$ cat src/rtl/vm_pkg.sv
// Shared coin-bus codes, result status and purchase plan type for the vending machine feeder.
package vm_pkg;

    localparam logic [1:0] COIN_NONE = 2'b00;
    localparam logic [1:0] COIN_5    = 2'b01;
    localparam logic [1:0] COIN_10   = 2'b10;
    localparam logic [1:0] COIN_BAD  = 2'b11;

    localparam logic [1:0] ITEM_NONE    = 2'b00;
    localparam logic [1:0] ITEM_STD     = 2'b01;
    localparam logic [1:0] ITEM_SPECIAL = 2'b10;

    localparam int unsigned PRICE = 15;

    typedef enum logic [1:0] {
        StatOk       = 2'b00,
        StatNoFunds  = 2'b01,
        StatMismatch = 2'b10,
        StatRefunded = 2'b11
    } status_e;

    typedef struct packed {
        logic            ok;
        logic [1:0]      len;
        logic [2:0][1:0] seq;  // seq[0] is fed first
        logic [1:0]      exp_item;
        logic [1:0]      exp_change;
    } plan_t;

    // Change codes share the coin encoding: a single 5 rs or 10 rs coin back.
    function automatic logic [1:0] refund_code(int unsigned value);
        case (value)
            0:       return COIN_NONE;
            5:       return COIN_5;
            10:      return COIN_10;
            default: return COIN_BAD;
        endcase
    endfunction

endpackage

$ cat src/rtl/vm_seq_planner.sv
// Combinational coin-sequence planner: picks the first affordable sequence for the request.
module vm_seq_planner
    import vm_pkg::*;
#(
    parameter int unsigned WW = 3
) (
    input  logic          item_sel,
    input  logic [WW-1:0] n5,
    input  logic [WW-1:0] n10,
    output plan_t         plan
);

    logic have5, have10;

    assign have5  = (n5 != '0);
    assign have10 = (n10 != '0);

    always_comb begin
        plan = '0;
        if (item_sel && have5 && have10) begin
            plan.ok       = 1'b1;
            plan.len      = 2'd2;
            plan.seq[0]   = COIN_5;
            plan.seq[1]   = COIN_10;
            plan.exp_item = ITEM_SPECIAL;
        end else if (!item_sel && have10 && have5) begin
            plan.ok       = 1'b1;
            plan.len      = 2'd2;
            plan.seq[0]   = COIN_10;
            plan.seq[1]   = COIN_5;
            plan.exp_item = ITEM_STD;
        end else if (!item_sel && n5 >= WW'(3)) begin
            plan.ok       = 1'b1;
            plan.len      = 2'd3;
            plan.seq[0]   = COIN_5;
            plan.seq[1]   = COIN_5;
            plan.seq[2]   = COIN_5;
            plan.exp_item = ITEM_STD;
        end else if (!item_sel && n10 >= WW'(2)) begin
            plan.ok         = 1'b1;
            plan.len        = 2'd2;
            plan.seq[0]     = COIN_10;
            plan.seq[1]     = COIN_10;
            plan.exp_item   = ITEM_STD;
            plan.exp_change = refund_code(20 - PRICE);
        end
    end

endmodule

$ cat src/rtl/vm_coin_feeder.sv
// Customer-side coin bus initiator: plans, feeds coins back-to-back and checks the machine reply.
module vm_coin_feeder
    import vm_pkg::*;
#(
    parameter int unsigned TIMEOUT = 4,
    parameter int unsigned WW      = 3
) (
    input  logic          clk,
    input  logic          rst_n,
    input  logic          start,
    input  logic          item_sel,
    input  logic [WW-1:0] n5,
    input  logic [WW-1:0] n10,
    input  logic          abort,
    output logic [1:0]    coin,
    input  logic [1:0]    vm_out,
    input  logic [1:0]    vm_change,
    output logic          busy,
    output logic          done,
    output logic [1:0]    status,
    output logic [1:0]    got_item,
    output logic [1:0]    got_change,
    output logic [WW-1:0] used5,
    output logic [WW-1:0] used10
);

    localparam int unsigned CW = $clog2(TIMEOUT + 1);

    typedef enum logic [2:0] {StIdle, StPlan, StFeed, StWait, StDone} state_e;

    state_e          state_q, state_d;
    logic            sel_q, sel_d;
    logic [WW-1:0]   n5_q, n5_d, n10_q, n10_d;
    logic [2:0][1:0] seq_q, seq_d;
    logic [1:0]      len_q, len_d, idx_q, idx_d;
    logic [CW-1:0]   cnt_q, cnt_d;
    logic [1:0]      exp_item_q, exp_item_d, exp_chg_q, exp_chg_d;
    logic            aborted_q, aborted_d;
    logic [1:0]      coin_q, coin_d;
    logic            busy_q, busy_d, done_q, done_d;
    status_e         status_q, status_d;
    logic [1:0]      got_item_q, got_item_d, got_change_q, got_change_d;
    logic [WW-1:0]   used5_q, used5_d, used10_q, used10_d;

    plan_t       plan;
    logic        feed_en;
    logic [1:0]  feed_coin;
    int unsigned paid;
    logic        resp_seen, resp_ok;

    vm_seq_planner #(
        .WW(WW)
    ) u_planner (
        .item_sel(sel_q),
        .n5      (n5_q),
        .n10     (n10_q),
        .plan    (plan)
    );

    assign paid      = 32'd5 * 32'(used5_q) + 32'd10 * 32'(used10_q);
    assign resp_seen = (vm_out != 2'b00) || (vm_change != 2'b00);
    assign resp_ok   = (vm_out == exp_item_q) && (vm_change == exp_chg_q);

    always_comb begin
        state_d      = state_q;
        sel_d        = sel_q;
        n5_d         = n5_q;
        n10_d        = n10_q;
        seq_d        = seq_q;
        len_d        = len_q;
        idx_d        = idx_q;
        cnt_d        = cnt_q;
        exp_item_d   = exp_item_q;
        exp_chg_d    = exp_chg_q;
        aborted_d    = aborted_q;
        status_d     = status_q;
        got_item_d   = got_item_q;
        got_change_d = got_change_q;
        used5_d      = used5_q;
        used10_d     = used10_q;
        coin_d       = COIN_NONE;
        feed_en      = 1'b0;
        feed_coin    = COIN_NONE;

        unique case (state_q)
            StIdle: begin
                if (start) begin
                    sel_d        = item_sel;
                    n5_d         = n5;
                    n10_d        = n10;
                    got_item_d   = 2'b00;
                    got_change_d = 2'b00;
                    used5_d      = '0;
                    used10_d     = '0;
                    aborted_d    = 1'b0;
                    state_d      = StPlan;
                end
            end
            StPlan: begin
                if (plan.ok) begin
                    seq_d      = plan.seq;
                    len_d      = plan.len;
                    exp_item_d = plan.exp_item;
                    exp_chg_d  = plan.exp_change;
                    idx_d      = 2'd1;
                    feed_en    = 1'b1;
                    feed_coin  = plan.seq[0];
                    state_d    = StFeed;
                end else begin
                    status_d = StatNoFunds;
                    state_d  = StDone;
                end
            end
            StFeed: begin
                // Abort only matters while a coin slot is still pending.
                if (idx_q == len_q) begin
                    cnt_d   = CW'(1);
                    state_d = StWait;
                end else if (abort) begin
                    aborted_d  = 1'b1;
                    exp_item_d = ITEM_NONE;
                    exp_chg_d  = refund_code(paid);
                    cnt_d      = CW'(1);
                    state_d    = StWait;
                end else begin
                    feed_en   = 1'b1;
                    feed_coin = seq_q[idx_q];
                    idx_d     = idx_q + 2'd1;
                end
            end
            StWait: begin
                if (resp_seen) begin
                    got_item_d   = vm_out;
                    got_change_d = vm_change;
                    if (!resp_ok)       status_d = StatMismatch;
                    else if (aborted_q) status_d = StatRefunded;
                    else                status_d = StatOk;
                    state_d = StDone;
                end else if (cnt_q == CW'(TIMEOUT)) begin
                    status_d = StatMismatch;
                    state_d  = StDone;
                end else begin
                    cnt_d = cnt_q + CW'(1);
                end
            end
            StDone: begin
                state_d = StIdle;
            end
            default: begin
                state_d = StIdle;
            end
        endcase

        if (feed_en) begin
            coin_d = feed_coin;
            if (feed_coin == COIN_5)       used5_d  = used5_q + WW'(1);
            else if (feed_coin == COIN_10) used10_d = used10_q + WW'(1);
        end

        busy_d = (state_d != StIdle);
        done_d = (state_d == StDone);
    end

    always_ff @(posedge clk or negedge rst_n) begin
        if (!rst_n) begin
            state_q      <= StIdle;
            sel_q        <= 1'b0;
            n5_q         <= '0;
            n10_q        <= '0;
            seq_q        <= '0;
            len_q        <= 2'd0;
            idx_q        <= 2'd0;
            cnt_q        <= '0;
            exp_item_q   <= 2'b00;
            exp_chg_q    <= 2'b00;
            aborted_q    <= 1'b0;
            coin_q       <= COIN_NONE;
            busy_q       <= 1'b0;
            done_q       <= 1'b0;
            status_q     <= StatOk;
            got_item_q   <= 2'b00;
            got_change_q <= 2'b00;
            used5_q      <= '0;
            used10_q     <= '0;
        end else begin
            state_q      <= state_d;
            sel_q        <= sel_d;
            n5_q         <= n5_d;
            n10_q        <= n10_d;
            seq_q        <= seq_d;
            len_q        <= len_d;
            idx_q        <= idx_d;
            cnt_q        <= cnt_d;
            exp_item_q   <= exp_item_d;
            exp_chg_q    <= exp_chg_d;
            aborted_q    <= aborted_d;
            coin_q       <= coin_d;
            busy_q       <= busy_d;
            done_q       <= done_d;
            status_q     <= status_d;
            got_item_q   <= got_item_d;
            got_change_q <= got_change_d;
            used5_q      <= used5_d;
            used10_q     <= used10_d;
        end
    end

    assign coin       = coin_q;
    assign busy       = busy_q;
    assign done       = done_q;
    assign status     = status_q;
    assign got_item   = got_item_q;
    assign got_change = got_change_q;
    assign used5      = used5_q;
    assign used10     = used10_q;

endmodule

$ cat config.mk
export PLATFORM = sky130hd
export DESIGN_NAME = vm_coin_feeder
export DESIGN_NICKNAME = d
export VERILOG_FILES = /design/src/rtl/vm_pkg.sv /design/src/rtl/vm_seq_planner.sv /design/src/rtl/vm_coin_feeder.sv
export SDC_FILE = /design/constraint.sdc
export NUM_CORES = 1
export LEC_CHECK = 0
export CAP_MARGIN = 15
export CORE_ASPECT_RATIO = 0.7
export CORE_MARGIN = 2
export CORE_UTILIZATION = 55
export CTS_CLUSTER_SIZE = 16
export DETAILED_ROUTE_END_ITERATION = 10
export GPL_TIMING_DRIVEN = 0
export HOLD_SLACK_MARGIN = 0.02
export PLACE_DENSITY = 0.8
export SLEW_MARGIN = 20
export SYNTH_ARGS = -nofsm -noshare
export SYNTH_HDL_FRONTEND = slang
export SYNTH_SLANG_ARGS = --single-unit
$ cat constraint.sdc
create_clock -name clk -period 3.62 [get_ports clk]
set_input_delay 0.543 -clock clk [delete_from_list [all_inputs] [get_ports clk]]
set_output_delay 0.543 -clock clk [all_outputs]
set_load 0.1 [all_outputs]
==> impl_metrics.ini <==
[global_route]
use_met2 = 0.306
globalRoute.totalOverflow = 0
grt_use_met1 = 0.343
grt_pass1_vias = 1570
use_met3 = 0.0460
antenna_found_initial = 0
gr-usage-all-layers = 0.219
grt_pass1_wl_um = 7670
grt.busiest_layer = met1
grt_max_degree = 33

[die]
cell_rows = 19
floorplan.die.width_um = 81.6
floorplan.die_area_um2 = 4750
io_pins = 31
die_height_um = 58.3
initial_core_util = 0.583
area_inside_the_core_boundary_um2 = 3970

[logic_synthesis]
yosysWarnings = 0
postSynthRegisterBits = 42
synth-seq-area-share = 0.454
synth-edff-count = 0
synth_nets = 254
synthesis.area_um2 = 2320
syn-instance-count = 221
synthesis.area_per_instance_um2 = 10.5
ys_dominant_reg_cell = dfrtp_1
synth.most_common_cell = dfrtp_1
netlist_top_cells_area = dfrtp_1 45%, ha_1 8.6%, nand2_1 4.9%
async_reset_ff_frac = 1.00
netlist.top_cell.by_area = dfrtp_1
netlist_top_cells_count = 42 x dfrtp_1, 30 x nand2_1, 16 x ha_1, 14 x inv_1, 14 x nor2_1
yosysUniqueCellTypes = 53
yosys.area.top_type_share = 0.454

[status]
status = finished clean

[final_layout]
layout-drive-gt1-share = 0.112
final_net_count = 292
finish.cell_count_without_fillers = 312
insertedDiodeCount = 0
area_delta_synth_final_pct = 22.6
postLayoutCellArea_um2 = 2840
layout.filler_cells = 306

[sta]
rsz0062_at_grt = no
tightest_slew_ns = 0.996
maxSlewHeadroom = 0.334
clock_skew_after_layout_ns = 0.00846
finalCriticalPeriod_ns = 2.82
layout_setup_ws_ns = 0.804
hold_violations = 0
layout_worst_path_cycle_share = 0.778
clock.fmax_mhz = 355
final_max_slew_viol_count = 0
aggregate_negative_setup_slack_ns = 0
timing.final.setup_violations = 0

[place]
port_buffers = 30
dpl.cell_count = 304
gp_congestion = 0.890
dpl-instance-area_um2 = 2700
place.detailed.hpwl_um = 3440
detailedPlace.worstSlack_ns = 0.799

[worst_setup_path]
critical_path_start_end_classification = flop to flop
crit_path_max_fanout = 6
cp_data_arrival_time_ns = 3.01
regToRegStartpoint = used10[0]
critPathLaunchType = flop
reg2reg_to = exp_chg_q[0]
reg2reg_depth = 10
worst_setup_path_end_kind = flop
timing.critical_path.required_ns = 3.82
rrSetupSlack_ns = 0.80

[clocking]
clock_latency_ns = 0.30
clock_sinks = 42
numCtsBuffers = 5
postCtsSetupRepairBufs = 0
postCtsHoldBufs = 0
cts_root_buffer = clkbuf_8
quantity_of_gates_resized_following_cts = 0
clk_pin_slew_ns = 0.08
htreeDepth = 2
cts_max_path_buffers = 2
tritoncts_clock_tree = done

[drt]
drt-wirelength-per-cell_um = 14.8
drtAntennaViolNets = 0
drt_iter0_drc = 108
routed_wl_um = 4630
detail_route.first_pass.iterations = 4
post-route-drc-count = 0
routed_via_density = 5.54
dr_total_vias = 1728

[worst_hold_path]
holdCritPathClass = input pin to async pin

[run]
max_capacitance_violation_count = 0
[final cells by class]
class                      count  area, um2  area share
sequential                    42       1050       0.370
multi-input combinational    161       1190       0.419
inverter                      14       52.6      0.0185
timing repair buffer          31        315       0.111
tap                           52       65.1      0.0229
buffer                         4       22.5     0.00793
clock inverter                 2       60.1      0.0212
clock buffer                   6       82.6      0.0291
[cell usage in the layout, fill, tap and decap left out, types with 3 or more instances in the layout]
cell type / synthesis / layout
a21o_1: 3 / 3
a21oi_1: 9 / 9
a22o_1: 5 / 5
and2_1: 3 / 3
clkbuf_1: 3 / 3
clkbuf_8: 0 / 6
clkdlybuf4s50_1: 0 / 29
dfrtp_1: 42 / 42
ha_1: 16 / 16
inv_1: 14 / 14
mux2_2: 3 / 3
mux2i_1: 7 / 7
nand2_1: 30 / 30
nand2b_1: 3 / 3
nand3_1: 7 / 7
nor2_1: 14 / 14
nor3_1: 3 / 3
o21ai_0: 6 / 6
or4_1: 3 / 3
xnor2_1: 7 / 7
[cells by family (layout without fill, tap and decap cells)]
| kind of cell | after synthesis | count (layout) | share of synthesized area |
|---|---|---|---|
| DFF | 42 | 42 | 0.454 |
| and+or+nand+nor | 81 | 81 | 0.184 |
| AOI/OAI and AO/OA | 43 | 43 | 0.144 |
| buffers and inverters | 18 | 57 | 0.0324 |
| muxes | 11 | 11 | 0.0513 |
| xor gates and xnor gates | 7 | 7 | 0.0265 |
| adders and majority gates | 19 | 19 | 0.108 |
[worst max-delay path, cell delays in order (launching register included)]
cell	delay (ns)
dfrtp_1	0.46
ha_1	0.32
inv_1	0.05
fa_1	0.47
inv_1	0.07
fa_1	0.51
nor2_1	0.16
o21ai_0	0.11
nor3_1	0.18
o22ai_1	0.11
mux2_2	0.27
[flip-flops by register name, indices dropped and copies added, names as in the netlist]
name,flops
status,2
got_item,2
aborted_q,1
got_change,2
busy,1
n5_q,3
coin,2
n10_q,3
len_q,2
exp_chg_q,2
done,1
used10,3
used5,3
cnt_q,3
state_q,3
idx_q,2
sel_q,1
exp_item_q,2
seq_q,4
[how the worst max path moves through the flow]
stage,start,endpoint
after floorplan,used5[0],exp_chg_q[0]
after global placement,used10[0],exp_chg_q[0]
after detailed placement,used10[0],exp_chg_q[0]
after CTS,used10[0],exp_chg_q[0]
after global routing,used10[0],exp_chg_q[0]
final,used10[0],exp_chg_q[0]
[per-stage QoR]
stage	util	hold WS, ns
6_report	0.715	0.103
5_1_grt	0.715	0.116
4_1_cts	0.715	0.112
3_5_place_dp	0.679	0.433
3_3_place_gp	0.675	0.459
2_1_floorplan	-	0.247
[layer usage]
| metal | vias up | share of wire |
|---|---|---|
| li1 | 860 | - |
| met1 | 826 | 0.53 |
| met2 | 33 | 0.41 |
| met3 | 9 | 0.045 |
| met4 | 0 | 0.015 |
| met5 | - | 0 |
Power is left out: the tool's default activity adds up to more than one toggle a clock period on the data nets, which glitch-free logic cannot reach.
